<file path="src/rtl/adc045_emu.sv">
// adc045_emu: device-side emulator of the ADC045 converter.
//   Paces conversions from a free-running timer, pulses DRDY, shifts DATA_W-bit
//   samples MSB-first on DOUT (changing on SCLK fall) and decodes 16-bit host
//   register-write commands arriving on DIN (sampled on SCLK rise).
// Ports:
//   clk, rst_l            system clock, asynchronous active-low reset
//   SCLK, CS, DIN         host serial link inputs (asynchronous, synchronised here)
//   DOUT, DRDY            serial sample data out, data-ready pulse
//   nRST, START           host soft reset (active-low) and conversion enable
//   ch0_sample/ch1_sample parallel sample sources selected by a_mux
//   a_mux                 register 0x01 bit0
//   conv_stb, reg_wr      1-clk strobes: sample latched, register written
//   reg_addr, reg_data    address/data of the last register write
//   overrun               1-clk strobe: conversion landed while a frame was shifting
module adc045_emu #(
    parameter int unsigned DATA_W   = 24,
    parameter int unsigned CONV_DIV = 100,
    parameter int unsigned DRDY_LEN = 4
) (
    input  logic              clk,
    input  logic              rst_l,
    input  logic              SCLK,
    input  logic              CS,
    input  logic              DIN,
    output logic              DOUT,
    output logic              DRDY,
    input  logic              nRST,
    input  logic              START,
    input  logic [DATA_W-1:0] ch0_sample,
    input  logic [DATA_W-1:0] ch1_sample,
    output logic              a_mux,
    output logic              conv_stb,
    output logic              reg_wr,
    output logic [6:0]        reg_addr,
    output logic [7:0]        reg_data,
    output logic              overrun
);

    localparam int unsigned TMR_W  = (CONV_DIV > 1) ? $clog2(CONV_DIV) : 1;
    localparam int unsigned BCNT_W = $clog2(DATA_W + 1);
    localparam int unsigned DCNT_W = $clog2(DRDY_LEN + 1);

    typedef enum logic {
        IDLE  = 1'b0,
        SHIFT = 1'b1
    } state_t;

    // Synchronisers; the third SCLK/CS stage is the previous synchronised value
    // used for edge detection.
    logic [2:0] r_sclk_s;
    logic [2:0] r_cs_s;
    logic [1:0] r_din_s;
    logic [1:0] r_nrst_s;
    logic [1:0] r_start_s;

    logic [TMR_W-1:0]  r_timer;
    logic [DCNT_W-1:0] r_drdy_cnt;
    logic [DATA_W-1:0] r_hold;
    logic [DATA_W-1:0] r_shift;
    logic [BCNT_W-1:0] r_bit_cnt;
    logic [14:0]       r_cmd;
    state_t            r_state;

    logic              w_sclk_rise;
    logic              w_sclk_fall;
    logic              w_cs_rise;
    logic              w_cs_n;
    logic              w_din;
    logic              w_nrst;
    logic              w_start;
    logic              w_conv;
    logic [DATA_W-1:0] w_sample;
    logic [DATA_W-1:0] w_hold_nxt;
    logic [15:0]       w_cmd_nxt;

    always_ff @(posedge clk or negedge rst_l) begin
        if (!rst_l) begin
            r_sclk_s  <= '0;
            r_cs_s    <= '1;
            r_din_s   <= '0;
            r_nrst_s  <= '0;
            r_start_s <= '0;
        end else begin
            r_sclk_s  <= {r_sclk_s[1:0], SCLK};
            r_cs_s    <= {r_cs_s[1:0], CS};
            r_din_s   <= {r_din_s[0], DIN};
            r_nrst_s  <= {r_nrst_s[0], nRST};
            r_start_s <= {r_start_s[0], START};
        end
    end

    always_comb begin
        w_sclk_rise = r_sclk_s[1] & ~r_sclk_s[2];
        w_sclk_fall = ~r_sclk_s[1] & r_sclk_s[2];
        w_cs_rise   = r_cs_s[1] & ~r_cs_s[2];
        w_cs_n      = r_cs_s[1];
        w_din       = r_din_s[1];
        w_nrst      = r_nrst_s[1];
        w_start     = r_start_s[1];
        w_conv      = w_nrst & w_start & (r_timer == TMR_W'(CONV_DIV - 1));
        w_sample    = a_mux ? ch1_sample : ch0_sample;
        // Word the shifter should see this cycle: a conversion in the same clk
        // wins over the previous hold value.
        w_hold_nxt  = w_conv ? w_sample : r_hold;
        w_cmd_nxt   = {r_cmd, w_din};
    end

    // Conversion pacing: timer, sample hold, DRDY stretch.
    always_ff @(posedge clk or negedge rst_l) begin
        if (!rst_l) begin
            r_timer    <= '0;
            r_drdy_cnt <= '0;
            r_hold     <= '0;
            conv_stb   <= 1'b0;
            DRDY       <= 1'b0;
        end else if (!w_nrst) begin
            r_timer    <= '0;
            r_drdy_cnt <= '0;
            r_hold     <= '0;
            conv_stb   <= 1'b0;
            DRDY       <= 1'b0;
        end else begin
            conv_stb <= w_conv;
            if (w_start) begin
                r_timer <= w_conv ? '0 : r_timer + TMR_W'(1);
            end
            if (w_conv) begin
                r_hold     <= w_sample;
                DRDY       <= 1'b1;
                r_drdy_cnt <= DCNT_W'(DRDY_LEN - 1);
            end else if (r_drdy_cnt != '0) begin
                r_drdy_cnt <= r_drdy_cnt - DCNT_W'(1);
            end else begin
                DRDY <= 1'b0;
            end
        end
    end

    // Frame FSM, command decode and register file.
    always_ff @(posedge clk or negedge rst_l) begin
        if (!rst_l) begin
            r_state   <= IDLE;
            r_bit_cnt <= '0;
            r_shift   <= '0;
            r_cmd     <= '0;
            DOUT      <= 1'b0;
            a_mux     <= 1'b0;
            reg_wr    <= 1'b0;
            reg_addr  <= '0;
            reg_data  <= '0;
            overrun   <= 1'b0;
        end else begin
            reg_wr  <= 1'b0;
            overrun <= 1'b0;
            if (!w_nrst) begin
                r_state   <= IDLE;
                r_bit_cnt <= '0;
                r_shift   <= '0;
                r_cmd     <= '0;
                DOUT      <= 1'b0;
                a_mux     <= 1'b0;
            end else if (w_cs_rise) begin
                r_state   <= IDLE;
                r_bit_cnt <= '0;
                r_cmd     <= '0;
                r_shift   <= w_hold_nxt;
                DOUT      <= w_hold_nxt[DATA_W-1];
            end else begin
                case (r_state)
                    IDLE: begin
                        // Shifter tracks the hold register while idle, which also
                        // picks up a sample that arrived during an overrun.
                        r_shift <= w_hold_nxt;
                        DOUT    <= w_hold_nxt[DATA_W-1];
                        if (w_sclk_rise && !w_cs_n) begin
                            r_state   <= SHIFT;
                            r_bit_cnt <= BCNT_W'(1);
                            r_cmd     <= {14'd0, w_din};
                        end
                    end
                    SHIFT: begin
                        if (w_conv) begin
                            overrun <= 1'b1;
                        end
                        if (w_sclk_rise) begin
                            if (r_bit_cnt < BCNT_W'(16)) begin
                                r_cmd <= w_cmd_nxt[14:0];
                            end
                            // Rise with bit_cnt==15 is the 16th: command complete.
                            if (r_bit_cnt == BCNT_W'(15) && w_cmd_nxt[15]) begin
                                reg_wr   <= 1'b1;
                                reg_addr <= w_cmd_nxt[14:8];
                                reg_data <= w_cmd_nxt[7:0];
                                if (w_cmd_nxt[14:8] == 7'h01) begin
                                    a_mux <= w_cmd_nxt[0];
                                end
                            end
                            if (r_bit_cnt == BCNT_W'(DATA_W - 1)) begin
                                r_state   <= IDLE;
                                r_bit_cnt <= '0;
                                r_shift   <= w_hold_nxt;
                                DOUT      <= w_hold_nxt[DATA_W-1];
                            end else begin
                                r_bit_cnt <= r_bit_cnt + BCNT_W'(1);
                            end
                        end else if (w_sclk_fall) begin
                            r_shift <= {r_shift[DATA_W-2:0], 1'b0};
                            DOUT    <= r_shift[DATA_W-2];
                        end
                    end
                    default: r_state <= IDLE;
                endcase
            end
        end
    end

endmodule

</file>
<file path="config.mk">
export PLATFORM = sky130hd
export DESIGN_NAME = adc045_emu
export DESIGN_NICKNAME = d
export VERILOG_FILES = /design/src/rtl/adc045_emu.sv
export SDC_FILE = /design/constraint.sdc
export NUM_CORES = 1
export LEC_CHECK = 0
export ABC_AREA = 1
export CAP_MARGIN = 15
export CORE_UTILIZATION = 55
export DETAILED_ROUTE_END_ITERATION = 6
export HOLD_SLACK_MARGIN = 0.05
export PLACE_DENSITY = 0.8
export SLEW_MARGIN = 30
export SYNTH_ARGS = -nofsm -noshare
export SYNTH_HDL_FRONTEND = slang
export SYNTH_SLANG_ARGS = --single-unit
</file>
<file path="constraint.sdc">
create_clock -name clk -period 2.1 [get_ports clk]
set_input_delay 0.42 -clock clk [delete_from_list [all_inputs] [get_ports clk]]
set_output_delay 0.42 -clock clk [all_outputs]
set_load 0.005 [all_outputs]
</file>
Word level (Yosys, flattened, before mapping)

Index checks and enable logic that the tools add are counted.

Output and inout bits: 21
Bits in registers: 111

Order comparisons: 1
Add/sub/neg operators: 3
Reductions and logical operators: 9
Mux-type cells: 58
Bitwise logic cells: 10
Eq/ne operators: 17

Operator list:

| operator              | number |
|---|---|
| $mux W23              | 5 |
| $mux W15              | 5 |
| $mux W24              | 3 |
| $pmux W23 S2          | 1 |
| $pmux W15 S2          | 1 |
| $mux W1               | 29 |
| $mux W5               | 5 |
| $mux W7               | 3 |
| $ne A2 B1 Y1 const B  | 5 |
| $pmux W5 S2           | 1 |
| $reduce_and A5 Y1     | 2 |
| $mux W3               | 3 |
| $ne A4 B2 Y1 const B  | 2 |
| $add A7 B1 Y7 const B | 1 |
| $eq A7 B1 Y1 const B  | 1 |
| $eq A7 B7 Y1 const B  | 1 |
| $add A5 B1 Y5 const B | 1 |
| $and A1 B1 Y1         | 5 |
| $eq A5 B4 Y1 const B  | 1 |
| $eq A5 B5 Y1 const B  | 1 |
| $lt A5 B5 Y1 const B  | 1 |
| $ne A5 B2 Y1 const B  | 1 |
| $ne A5 B3 Y1 const B  | 1 |
| $not A1 Y1            | 5 |
| other kinds (11)      | 14 |

Depth between registers and ports, before layout

Word-level depth: 8
Gate-level depth with buffers: 11

Least setup slack after synthesis

No wires, ideal clock.

Path type: register to register
Start: register r_bit_cnt[0]
End: register reg_addr[0]
Path buffers: 1
Arrival time: 1.363 ns
Slack: 0.607 ns
Stages on the path, launching flop included: 10
Path through: dfrtp_1 > ha_1 > nand2_1 > nor2_1 > ha_1 > nand2_1 > inv_1 > nand3_1 > clkbuf_1 > o21ai_0

Longest elaborated chain between the ends: 3

RTL lines:

| item                        | line | RTL |
|---|---|---|
| from (decl)                 | 60   | `logic [BCNT_W-1:0] r_bit_cnt;` |
| from (signal assigned)      | 204  | `r_bit_cnt <= r_bit_cnt + BCNT_W'(1);` |
| $eq A5 B4 Y1                | 190  | `if (r_bit_cnt == BCNT_W'(15) && w_cmd_nxt[15]) begin` |
| $logic_and A1 B1 Y1         | 190  |  |
| $reduce_and A5 Y1 (no line) | n/a  |  |
| to (signal assigned)        | 192  | `reg_addr <= w_cmd_nxt[14:8];` |
| to (decl)                   | 34   | `output logic [6:0] reg_addr,` |

Every way passes these cells.
A chain may end at the register's enable or synchronous reset.

Worst setup path in the final report

Start: register r_timer[0]
End: register r_timer[4]

Longest elaborated chain between the ends: 5

RTL lines:

| item                                                  | line | RTL |
|---|---|---|
| from (decl)                                           | 56   | `logic [TMR_W-1:0] r_timer;` |
| from (signal assigned)                                | 125  | `r_timer <= w_conv ? '0 : r_timer + TMR_W'(1);` |
| branches (longest 2 deep; another with $add A7 B1 Y7) | n/a  |  |
| $mux W7 (*)                                           | 125  |  |
| $mux W7 (*)                                           | 124  | `if (w_start) begin` |
| $mux W7 (*)                                           | 116  | `end else if (!w_nrst) begin` |

Mark *: on every way between the ends. The select of a mux whose other input is x is not followed.

==> flow_metrics.tcl <==
set metrics [dict create \
    maxCapViolCount 0 \
    overflow 0 \
    grt_first_pass_wirelength_mm 19.71 \
    ant_nets 0 \
    netlist_top_cells_area "dfrtp_1, nand2_1, inv_1" \
    r2r_end "r_timer[4]" \
    cts_hold_buf 0 \
    power_switching_mw 0.8710 \
    fmax_ghz 0.5486 \
    fp.dieH_um 101.9 \
    grt_max_degree 46 \
    grt_pass1_vias 4477 \
    boundaryPins 76 \
    p_clk_share_pct 32.0 \
    drive_gt1_share_pct 6.219 \
    final_cells 937 \
    fill_cells 788 \
    core_area_um2 9729 \
    initial_core_util_pct 56.37 \
    tns_ns 0 \
    grt_usage_pct 24.33 \
    first_iter_violations 295 \
    synth_flop_cell "dfrtp_1" \
    ff2ff_setup_slack_ns 0.28 \
    synth_edf_count 0 \
    yosys.cell_count.top_type "nand2_1" \
    hold_slack_ns 0.05531 \
    postSynthCellCount 726 \
    cts_tree "yes" \
    setup_viol 0 \
    cts_sinks 111 \
    crit_path_end_kind "flop" \
    switching_share_pct 23.95 \
    timing.final.crit_period_ns 1.823 \
    p_comb_share_pct 8.3 \
    post_dp_cell_area_um2 6350 \
    post_cts.repair.setup_buffers 0 \
    hpwl_mm 8.184 \
    antenna_found_initial 0 \
    ys_ff_latch 111 \
    crit_fanout 30 \
    irDropWorstVdd_mv 0.3828 \
    rows 36 \
    syn_avg_cell_area_um2 7.554 \
    synthesis.nets 787 \
    cts_buffers 9 \
    root_buffer "clkbuf_8" \
    via_per_inst 5.018 \
    pwr_density_cell_nw_per_um2 557.2 \
    required_ns 2.36 \
    clk_latency_ns 0.37 \
    postLayoutCellArea_um2 6526 \
    final-hold-violation-count 0 \
    p_leak_nw 3.447 \
    postLayoutCoreUtil_pct 67.08 \
    min_path_type "input pin to async pin" \
    ys_warn_count 0 \
    p_int_mw 2.765 \
    die_area_um2 10370 \
    total_power_mw 3.636 \
    cts_htree_levels 3 \
    dp_worst_setup_slack_ns 0.2963 \
    setup_ws_ns 0.2771 \
    netlist.area_leader.share_pct 49.28 \
    start_kind "flop" \
    setup.worst_path.class "flop to flop" \
    worst_pin_slew_ns 0.6207 \
    vias 4702 \
    num_antenna_cells 0 \
    slew_viol_final 0 \
    slew_headroom_pct 58.62 \
    synth_top_cells_by_count "nand2_1, dfrtp_1, inv_1" \
    drc 0 \
    drt-total-wl_mm 11.61 \
    syn2layout_area_growth_pct 19.01 \
    final_nets 860 \
    async_flop_share_pct 100.0 \
    netlist_area_um2 5484 \
    clk_pin_slew_ns 0.10 \
    routabilityCongestion 0.9261 \
    dpl.cell_count 921 \
    rsz0062_at_grt "no" \
    min_period_over_period_pct 86.81 \
    cts_buffer_depth 2 \
    cts_resized 0 \
    synthDistinctLibCells 28 \
    post_drt_wl_per_cell_um 12.39 \
    ys_seq_area_share_pct 50.72 \
    synth_top_cell_by_area "dfrtp_1" \
    finalClockSkew_ns 0.01057 \
    reg2reg_from "r_timer[0]" \
    arrival_ns 2.08 \
    die_w_um 101.9 \
    run_status "complete, no violations" \
    dr.pass1.iters 5 \
    port-buffer-count 75 \
    ff2ff_path_depth 7 \
    power_frac_seq_pct 59.6 \
]
[cells by family after synthesis]
family | count (synthesis) | synth area share (%)
buf+inv | 140 | 11.00
flops | 111 | 50.72
xor+xnor | 3 | 0.4792
fa+ha+maj | 6 | 1.369
simple gates | 412 | 31.35
compound gates | 54 | 5.088
[critical path: stages (launching register included)]
cell	delay (ns)
dfrtp_1	0.39
ha_1	0.23
nand2_1	0.10
nor2_4	0.30
nand2_4	0.27
nand2_1	0.20
nor2_1	0.05
o21a_1	0.17
[flip-flops by register name, indices dropped and copies added, names as in the netlist]
register    flops
DOUT            1
DRDY            1
a_mux           1
conv_stb        1
overrun         1
r_bit_cnt       5
r_cmd          15
r_cs_s          3
r_din_s         2
r_drdy_cnt      3
r_hold         24
r_nrst_s        2
r_sclk_s        3
r_shift        23
r_start_s       2
r_state         1
r_timer         7
reg_addr        7
reg_data        8
reg_wr          1
[layer usage]
metal	routed length (um)	global-route usage (%)	vias up	share of wire, %
li1	-	-	2347	-
met4	221	10.00	0	1.9
met1	5075	31.13	2209	44
met3	589	3.010	17	5.1
met2	5723	42.26	129	49
met5	0	0	-	0
[layout make-up]
type	instances	area, um^2	area share (%)
sequential	111	2781	42.62
multi-input combinational	475	2100	32.17
timing repair buffer	92	888.4	13.61
inverter	110	414.1	6.346
tap	133	166.4	2.550
clock buffer	12	145.1	2.224
clock inverter	4	31.28	0.4793
[worst max-delay path by stage]
| stage | startpoint | endpoint | slack, ns | depth (start not counted) |
|---|---|---|---|---|
| after floorplan | r_bit_cnt[0] | reg_addr[0] | 0.61 | 9 |
| after global placement | r_timer[0] | DRDY | 0.38 | 8 |
| after detailed placement | r_timer[0] | r_timer[4] | 0.30 | 7 |
| after CTS | a_mux | a_mux | 0.27 | 1 |
| after global routing | r_timer[0] | r_shift[10] | 0.08 | 9 |
| final | r_timer[0] | r_timer[4] | 0.28 | 7 |
[power by group through the flow]
stage	logic [mW]	registers, mW	clock network [mW]
after floorplan	0.127	2.21	0
after global placement	0.299	2.21	0
after detailed placement	0.305	2.21	0
after CTS	0.307	2.17	1.20
after global routing	0.337	2.17	1.28
final	0.302	2.17	1.17
[cell usage in the layout (no fill, tap or decap), types with 3 or more instances in the layout]
cell / n
a21oi_1: 9
buf_4: 17
clkbuf_8: 10
clkdlybuf4s50_1: 74
dfrtp_1: 108
dfstp_2: 3
ha_1: 6
inv_1: 107
nand2_1: 279
nand2_2: 3
nand3_1: 72
nand4_1: 4
nor2_1: 42
nor2_4: 5
nor3_1: 3
o21ai_0: 41
(Power assumes the default switching activity.)
